File: config.mk
export PLATFORM = sky130hd
export DESIGN_NAME = uart_tx_ctrl
export DESIGN_NICKNAME = d
export VERILOG_FILES = /design/src/rtl/uart_tx_pkg.sv /design/src/rtl/uart_tx_ctrl_baud.sv /design/src/rtl/uart_tx_ctrl.sv
export SDC_FILE = /design/constraint.sdc
export NUM_CORES = 1
export LEC_CHECK = 0
export ABC_AREA = 1
export BUFFER_PORTS_ARGS = -buffer_cell sky130_fd_sc_hd__buf_4
export CORE_ASPECT_RATIO = 0.6
export CORE_MARGIN = 1.5
export CORE_UTILIZATION = 42
export DETAILED_ROUTE_END_ITERATION = 8
export PLACE_DENSITY_LB_ADDON = 0.25
export SYNTH_ARGS = -nofsm -noshare
export SYNTH_HDL_FRONTEND = slang
export SYNTH_HIERARCHICAL = 1
export SYNTH_SLANG_ARGS = --single-unit
File: constraint.sdc
create_clock -name clk -period 1.6 [get_ports clk]
set_input_delay 0.32 -clock clk [delete_from_list [all_inputs] [get_ports clk]]
set_output_delay 0.32 -clock clk [all_outputs]
set_load 0.005 [all_outputs]
File: src/rtl/uart_tx_pkg.sv
// Shared types and line levels for the UART transmit controller.
// Latency: n/a (declarations only).
// Backpressure: n/a.
package uart_tx_pkg;

    // Frame phases in transmission order
    typedef enum logic [2:0] {
        IDLE,
        START,
        DATA,
        PARITY,
        STOP
    } tx_state_e;

    // Line level while no frame is in progress (mux a0 is tied to this)
    localparam logic IDLE_LEVEL  = 1'b1;
    // Line level of the start bit
    localparam logic START_LEVEL = 1'b0;

    // Number of bit periods in one frame for a given configuration
    function automatic int unsigned frame_bits(input int unsigned data_bits,
                                               input int unsigned parity_en,
                                               input int unsigned stop_bits);
        return 1 + data_bits + ((parity_en != 0) ? 1 : 0) + stop_bits;
    endfunction

endpackage : uart_tx_pkg

File: src/rtl/uart_tx_ctrl_baud.sv
// Bit-period timer: free-running 0..CLKS_PER_BIT-1 counter with terminal tick.
// Latency: tick is combinational on the registered count; clr takes effect next edge.
// Backpressure: none; clr holds the count at 0 for as long as it is asserted.
module baud_tick_gen #(
    parameter int unsigned CLKS_PER_BIT = 868
) (
    input  logic clk,
    input  logic rst_n,
    input  logic clr,
    output logic tick
);

    localparam int unsigned CNT_W = (CLKS_PER_BIT > 1) ? $clog2(CLKS_PER_BIT) : 1;
    localparam logic [CNT_W-1:0] TERM_CNT = CNT_W'(CLKS_PER_BIT - 1);

    logic [CNT_W-1:0] r_cnt;
    logic             w_term;

    assign w_term = (r_cnt == TERM_CNT);
    assign tick   = w_term;

    // Count one bit period; wrap on terminal count, restart on clear
    always_ff @(posedge clk or negedge rst_n) begin
        if (!rst_n) begin
            r_cnt <= '0;
        end else if (clr || w_term) begin
            r_cnt <= '0;
        end else begin
            r_cnt <= r_cnt + 1'b1;
        end
    end

endmodule : baud_tick_gen

File: src/rtl/uart_tx_ctrl.sv
// UART transmit controller: accepts a byte, serialises start/data/parity/stop onto tx_bit.
// Latency: START appears the cycle after accept; tx_done pulses the cycle after the last stop bit.
// Backpressure: tx_ready low for the whole frame; tx_valid/tx_data are ignored while busy.
module uart_tx_ctrl
    import uart_tx_pkg::*;
#(
    parameter int unsigned CLKS_PER_BIT = 868,
    parameter int unsigned DATA_BITS    = 8,
    parameter int unsigned PARITY_EN    = 0,
    parameter int unsigned PARITY_ODD   = 0,
    parameter int unsigned STOP_BITS    = 1
) (
    input  logic                 clk,
    input  logic                 rst_n,
    input  logic [DATA_BITS-1:0] tx_data,
    input  logic                 tx_valid,
    output logic                 tx_ready,
    output logic                 tx_sel,
    output logic                 tx_bit,
    output logic                 tx_done
);

    localparam int unsigned BC_W = $clog2(DATA_BITS + 1);
    localparam logic [BC_W-1:0] LAST_DATA = BC_W'(DATA_BITS - 1);
    localparam logic [BC_W-1:0] LAST_STOP = BC_W'(STOP_BITS - 1);
    localparam logic            PAR_ODD   = (PARITY_ODD != 0);
    localparam bit              HAS_PAR   = (PARITY_EN != 0);

    // Registered state and outputs
    tx_state_e            r_state;
    logic [DATA_BITS-1:0] r_sreg;
    logic [BC_W-1:0]      r_bitcnt;
    logic                 r_parity;
    logic                 r_tx_ready;
    logic                 r_tx_sel;
    logic                 r_tx_bit;
    logic                 r_tx_done;

    // Next-state values
    tx_state_e            w_nxt_state;
    logic [DATA_BITS-1:0] w_nxt_sreg;
    logic [BC_W-1:0]      w_nxt_bitcnt;
    logic                 w_nxt_parity;
    logic                 w_nxt_ready;
    logic                 w_nxt_sel;
    logic                 w_nxt_bit;
    logic                 w_nxt_done;

    logic                 w_accept;
    logic                 w_tick;
    logic                 w_baud_clr;

    assign w_accept   = (r_state == IDLE) && r_tx_ready && tx_valid;
    // Holding the timer cleared while idle makes it start at 0 on the cycle after accept
    assign w_baud_clr = (r_state == IDLE);

    baud_tick_gen #(
        .CLKS_PER_BIT(CLKS_PER_BIT)
    ) u_baud (
        .clk  (clk),
        .rst_n(rst_n),
        .clr  (w_baud_clr),
        .tick (w_tick)
    );

    // State, shift register, counters and outputs all update together at bit boundaries
    always_ff @(posedge clk or negedge rst_n) begin
        if (!rst_n) begin
            r_state    <= IDLE;
            r_sreg     <= '0;
            r_bitcnt   <= '0;
            r_parity   <= 1'b0;
            r_tx_ready <= 1'b1;
            r_tx_sel   <= 1'b0;
            r_tx_bit   <= IDLE_LEVEL;
            r_tx_done  <= 1'b0;
        end else begin
            r_state    <= w_nxt_state;
            r_sreg     <= w_nxt_sreg;
            r_bitcnt   <= w_nxt_bitcnt;
            r_parity   <= w_nxt_parity;
            r_tx_ready <= w_nxt_ready;
            r_tx_sel   <= w_nxt_sel;
            r_tx_bit   <= w_nxt_bit;
            r_tx_done  <= w_nxt_done;
        end
    end

    // Frame sequencing; the line value for the next bit period is decided here so tx_bit is a flop
    always_comb begin
        w_nxt_state  = r_state;
        w_nxt_sreg   = r_sreg;
        w_nxt_bitcnt = r_bitcnt;
        w_nxt_parity = r_parity;
        w_nxt_ready  = r_tx_ready;
        w_nxt_sel    = r_tx_sel;
        w_nxt_bit    = r_tx_bit;
        w_nxt_done   = 1'b0;

        case (r_state)
            IDLE: begin
                if (w_accept) begin
                    w_nxt_state  = START;
                    w_nxt_sreg   = tx_data;
                    // Parity is fixed at accept time so later shifting cannot disturb it
                    w_nxt_parity = (^tx_data) ^ PAR_ODD;
                    w_nxt_bitcnt = '0;
                    w_nxt_ready  = 1'b0;
                    w_nxt_sel    = 1'b1;
                    w_nxt_bit    = START_LEVEL;
                end
            end

            START: begin
                if (w_tick) begin
                    w_nxt_state  = DATA;
                    w_nxt_bit    = r_sreg[0];
                    w_nxt_sreg   = r_sreg >> 1;
                    w_nxt_bitcnt = '0;
                end
            end

            DATA: begin
                if (w_tick) begin
                    if (r_bitcnt == LAST_DATA) begin
                        w_nxt_bitcnt = '0;
                        if (HAS_PAR) begin
                            w_nxt_state = PARITY;
                            w_nxt_bit   = r_parity;
                        end else begin
                            w_nxt_state = STOP;
                            w_nxt_bit   = IDLE_LEVEL;
                        end
                    end else begin
                        w_nxt_bitcnt = r_bitcnt + 1'b1;
                        w_nxt_bit    = r_sreg[0];
                        w_nxt_sreg   = r_sreg >> 1;
                    end
                end
            end

            PARITY: begin
                if (w_tick) begin
                    w_nxt_state  = STOP;
                    w_nxt_bit    = IDLE_LEVEL;
                    w_nxt_bitcnt = '0;
                end
            end

            STOP: begin
                if (w_tick) begin
                    // Bit counter is reused here to count stop-bit periods
                    if (r_bitcnt == LAST_STOP) begin
                        w_nxt_state  = IDLE;
                        w_nxt_bitcnt = '0;
                        w_nxt_ready  = 1'b1;
                        w_nxt_sel    = 1'b0;
                        w_nxt_bit    = IDLE_LEVEL;
                        w_nxt_done   = 1'b1;
                    end else begin
                        w_nxt_bitcnt = r_bitcnt + 1'b1;
                    end
                end
            end

            default: begin
                w_nxt_state  = IDLE;
                w_nxt_bitcnt = '0;
                w_nxt_ready  = 1'b1;
                w_nxt_sel    = 1'b0;
                w_nxt_bit    = IDLE_LEVEL;
            end
        endcase
    end

    assign tx_ready = r_tx_ready;
    assign tx_sel   = r_tx_sel;
    assign tx_bit   = r_tx_bit;
    assign tx_done  = r_tx_done;

endmodule : uart_tx_ctrl

Word-level counts from Yosys, hierarchy flattened
Index checks and enable logic that the tools add are counted.
W data, S select, Z words.
{"block": "totals", "regBits": 29, "inputBits": 11, "output_inout_bits": 4, "word_cells": 76}
{"block": "classes", "n_addsub": 2, "eq_ne": 15, "n_mux": 37, "bitwise_logic": 1, "reduce_logical": 13}
{"operator": "$mux W8", "n": 4}
{"operator": "$mux W4", "n": 6}
{"operator": "$pmux W8 S3", "n": 1}
{"operator": "$mux W3", "n": 7}
{"operator": "$pmux W4 S4", "n": 1}
{"operator": "$pmux W3 S5", "n": 1}
{"operator": "$mux W1", "n": 13}
{"operator": "$add A10 B1 Y10 const B", "n": 1}
{"operator": "$eq A10 B10 Y1 const B", "n": 1}
{"operator": "$mux W10", "n": 1}
{"operator": "$ne A2 B1 Y1 const B", "n": 5}
{"operator": "$ne A2 B2 Y1 const B", "n": 4}
{"operator": "$reduce_and A4 Y1", "n": 2}
{"operator": "$reduce_and A7 Y1", "n": 1}
{"operator": "$eq A3 B2 Y1 const B", "n": 2}
{"operator": "$pmux W1 S3", "n": 2}
{"operator": "$reduce_and A6 Y1", "n": 1}
{"operator": "$pmux W1 S5", "n": 1}
{"operator": "$reduce_and A5 Y1", "n": 1}
{"operator": "$add A4 B1 Y4 const B", "n": 1}
{"operator": "$eq A4 B3 Y1 const B", "n": 1}
{"operator": "$logic_not A4 Y1", "n": 1}
{"operator": "$eq A3 B1 Y1 const B", "n": 1}
{"operator": "$eq A3 B3 Y1 const B", "n": 1}
{"operator": "other kinds (7)", "n": 8}

Logic depth before layout (Yosys ltp)
{"block": "logic_depth", "word_depth": 5, "ltp_mapped": 12, "ltp_nobuf": 12}

Modules after synthesis
The synthesis kept the hierarchy.
{"module": "uart_tx_ctrl", "n_inst": 1, "cells_each": 170, "area_each_um2": 1290.0, "seq_area_each_um2": 478.0}
{"module": "baud_tick_gen", "n_inst": 1, "cells_each": 73, "area_each_um2": 565.5, "seq_area_each_um2": 250.2}

Least setup slack after synthesis
No wires, ideal clock.
{"block": "synth_timing", "path_type": "flip-flop to flip-flop", "start": "reg u_baud.r_cnt[0]", "end": "reg r_state[2]", "setup_ps": 116, "arrival_time_ps": 1494, "t_required_ps": 1484, "slack_ps": -11, "stages_incl_launch_ff": 13, "n_path_buf": 0, "period_less_slack_ps": 1611, "path_cell_list": "dfrtp_1 -> ha_1 -> nand2_1 -> nor2_2 -> nand3_2 -> inv_1 -> inv_2 -> nand3_1 -> nand3_4 -> inv_4 -> nand2_2 -> nand2_1 -> nand2_1"}
{"block": "synth_via", "elab_chain_len": 3, "word_cells_on_any_way": 6, "classes_between": "eq/ne: 5; reduce/logical: 1"}
{"item": "from (decl)", "line_no": "uart_tx_ctrl_baud.sv:16", "rtl": "logic [CNT_W-1:0] r_cnt;"}
{"item": "from (signal assigned)", "line_no": "uart_tx_ctrl_baud.sv:29", "rtl": "r_cnt <= r_cnt + 1'b1;"}
{"item": "$eq A10 B10 Y1 (*)", "line_no": "uart_tx_ctrl_baud.sv:19", "rtl": "assign w_term = (r_cnt == TERM_CNT);"}
{"item": "named net w_tick", "line_no": "uart_tx_ctrl.sv:50", "rtl": "logic w_tick;"}
{"item": "$ne A2 B1 Y1 (no source line)"}
{"item": "$reduce_and A7 Y1 (no source line) (*)"}
{"item": "to (signal assigned)", "line_no": "uart_tx_ctrl.sv:78", "rtl": "r_state <= w_nxt_state;"}
{"item": "to (decl)", "line_no": "uart_tx_ctrl.sv:30", "rtl": "tx_state_e r_state;"}
Mark *: on every way through the listed nets, which the timed path passes. The rest lies on a longest branch.
A chain may end at the register's enable or synchronous reset.

Worst setup path after layout
{"block": "layout_timing", "start": "reg u_baud.r_cnt[2]", "end": "reg r_state[2]"}
The elaborated chain is that of the path after synthesis.

==> out/qor.yml <==
cap_violations: 0
period_share: 0.9735
dr.first_iter.drc_count: 112
utilization: 0.5351
synth-compound-area-share: 0.02225
yosys.area_share.simple: 0.4673
cp-start-kind: "flip-flop"
syn_area_per_cell_um2: 7.636
cts_buffer_depth: 2
crit_type: "reg -> reg"
grt_max_degree: 30
vias: 1597
clkPwrFrac: 0.444
worstPathCellList: "or2_1 -> nor2_2 -> nand3_2 -> inv_2 -> inv_4 -> nand3_4 -> nand3_4 -> inv_4 -> nand2_2 -> nand2_1 -> nand2_1"
status: "complete, no violations"
hp-start: "tx_valid"
critical_path_required_ns: 1.77
fin_worst_skew_ns: 0.008077
clkLatencyLatePin_ns: 0.28
switching_share: 0.2036
ios: 15
ys_ff_latch: 29
grtUsageTotal: 0.1843
worstPathArrival_ns: 1.73
grt_pass1_vias: 1327
cts_tree: "yes"
final_nets: 289
syn_nets: 257
cp-end-kind: "flip-flop"
antenna_cells: 0
syn_to_final_growth_pct: 20.16
grt_pass1_wl_um: 6410
cp_slowest_stage_delay_ns: 0.37
cp-startpoint: "u_baud/r_cnt[2]"
port_buffers: 14
hpwl_um: 2936
wl_um: 3994
grt.overflow.total: 0
min_period_ns: 1.558
synth_top_family_by_area: "simple AND/OR/NAND/NOR gates"
setup_viol: 0
synth-seq-area-share: 0.3924
r2r-start: "u_baud/r_cnt[2]"
synth-adder-area-share: 0.02023
netlist_instances: 243
p_seq_frac: 0.531
die_w_um: 88.81
die_area_mm2: 0.004839
synth-xor-area-share: 0.01888
hold_viol_final: 0
post_drt_wl_per_cell_um: 11.89
cellPowerDensity_mw_per_mm2: 620.0
vias_per_cell: 4.753
synthMuxAreaShare: 0
drive_above_1_share: 0.2826
ir_drop_v: 0.0003811
ys_types: 28
htree_levels: 2
cp_slowest_cell: "dfrtp_1"
nFillCells: 390
hold_path_class: "in -> reg"
p_int_mw: 1.101
slew_viol_final: 0
numCtsBuffers: 5
ys_warn_count: 6
ant_nets: 0
num_rows: 18
place.gp.congestion: 0.8296
tightest_slew_ns: 0.4956
max_slew_margin: 0.6696
start_util: 0.4453
dieHeight_um: 54.49
synth_area_mm2: 0.001856
critical_path.max_fanout: 7
comb_power_share: 0.025
antenna_found_initial: 0
cts_sinks: 29
max_freq_mhz: 642.0
rsz0062_at_grt: "true"
drt_first_pass_iters: 4
cts_root_buf: "clkbuf_8"
cts.clk_slew.worst_paths_ns: 0.06
power_mw: 1.382
drc: 0
switchingPower_uw: 281.5
core_mm2: 0.004167
cellLeakagePower_nw: 1.202
## power groups by stage
stage          sequential [mW]  clock, mW  combinational, mW
2_1_floorplan            0.747          0           0.000464
3_3_place_gp             0.747          0             0.0346
3_5_place_dp             0.747          0             0.0351
4_1_cts                  0.733      0.638             0.0370
5_1_grt                  0.733      0.677             0.0404
6_report                 0.734      0.613             0.0351
## cells by family after synthesis
kind of cell / count (synthesis)
adder cells (fa/ha/maj): 3
XOR/XNOR: 4
buffers and inverters: 31
AND/OR/NAND/NOR: 169
AO/OA/AOI/OAI: 7
flip-flops: 29
## cell usage after synthesis
master	n	share of area
nand2_2	8	0.027
nand3_2	3	0.016
a21oi_1	1	0.0027
or2_1	1	0.0034
nor2_4	2	0.012
o21ai_0	2	0.0054
nor2_1	21	0.042
nand3_1	26	0.070
nand2_8	1	0.011
nand4_1	5	0.017
xor2_1	3	0.014
nor3_1	1	0.0027
xnor2_1	1	0.0047
nor2_8	1	0.011
inv_1	21	0.042
nand2_4	3	0.018
nand2_1	85	0.17
nor2_2	8	0.027
dfrtp_1	27	0.36
nand3_4	4	0.038
ha_1	3	0.020
o21ai_1	2	0.0054
buf_6	3	0.018
dfstp_2	2	0.028
inv_4	3	0.010
a21o_1	1	0.0040
o2111ai_1	1	0.0047
inv_2	4	0.0081
## layout make-up
class	instances	area [um2]	share of cell area
clock buffers	8	90.09	0.04040
inverters	28	115.1	0.05163
multi-input cells	183	1008	0.4523
flip-flops and latches	29	728.2	0.3266
well taps	60	75.07	0.03367
repair buffers	28	212.7	0.09540
## worst max-delay path: cells and delay by family (launching register included)
| kind | cells | cell delay (ns) |
|---|---|---|
| and+or+nand+nor | 8 | 0.83 |
| DFF | 1 | 0.37 |
| buffers and inverters | 3 | 0.26 |
## placed cells by master, fill, tap and decap left out, drive strengths merged
cell type    instances
nand4                5
a21o                 1
ha                   3
nor2                32
nor3                 1
dfstp                2
nand2               97
dlygate4sd3          1
o2111ai              1
clkbuf               8
nand3               33
dfrtp               27
o21ai                4
buf                 27
xnor2                1
inv                 28
a21oi                1
or2                  1
xor2                 3
## what timing repair did
action	4_1_cts	5_1_grt
hold buffers	1	0
buffers inserted	0	3
resized for setup	1	5
setup endpoints to repair	2	14
pin swaps	1	5
hold endpoints to repair	27	0
## worst paths after layout
| path | cells past startpoint | slack, ns | end |
|---|---|---|---|
| min in group asynchronous | 2 | 0.50 | r_bitcnt[0] |
| setup / recovery | 11 | 0.04 | r_state[2] |
| max in group asynchronous | 2 | 0.77 | tx_bit |
| hold / removal | 3 | 0.31 | tx_sel |
| setup reg to reg | 11 | 0.04 | r_state[2] |
| hold reg to reg | 2 | 0.47 | r_sreg[5] |
## per-stage QoR
step / setup slack (ns) / setup TNS, ns / instances / hold WS (ns) / area [um2]
5_1_grt: -0.04816 / -0.3501 / 336 / 0.3064 / 2230
2_1_floorplan: 0.04123 / 0 / 243 / 0.02441 / 1863
3_5_place_dp: -0.01128 / -0.01656 / 324 / 0.2735 / 2085
4_1_cts: 0.01612 / 0 / 333 / 0.3035 / 2185
3_3_place_gp: 0.04710 / 0 / 324 / 0.2739 / 2085
6_report: 0.04244 / 0 / 336 / 0.3056 / 2230
## layer usage
metal,wire length [um],GRT usage,part of all wire
met1,2147,0.2914,0.54
met2,1500,0.2311,0.38
met3,296,0.04977,0.074
met5,0,0,0
met4,50,0.06250,0.013
## flip-flops by register name (all words and copies together), names as in the netlist
| register | count |
|---|---|
| u_baud/r_cnt | 10 |
| r_state | 3 |
| tx_done | 1 |
| tx_sel | 1 |
| tx_ready | 1 |
| r_bitcnt | 4 |
| r_sreg | 8 |
| tx_bit | 1 |
Power figures use the tool's default switching activity.
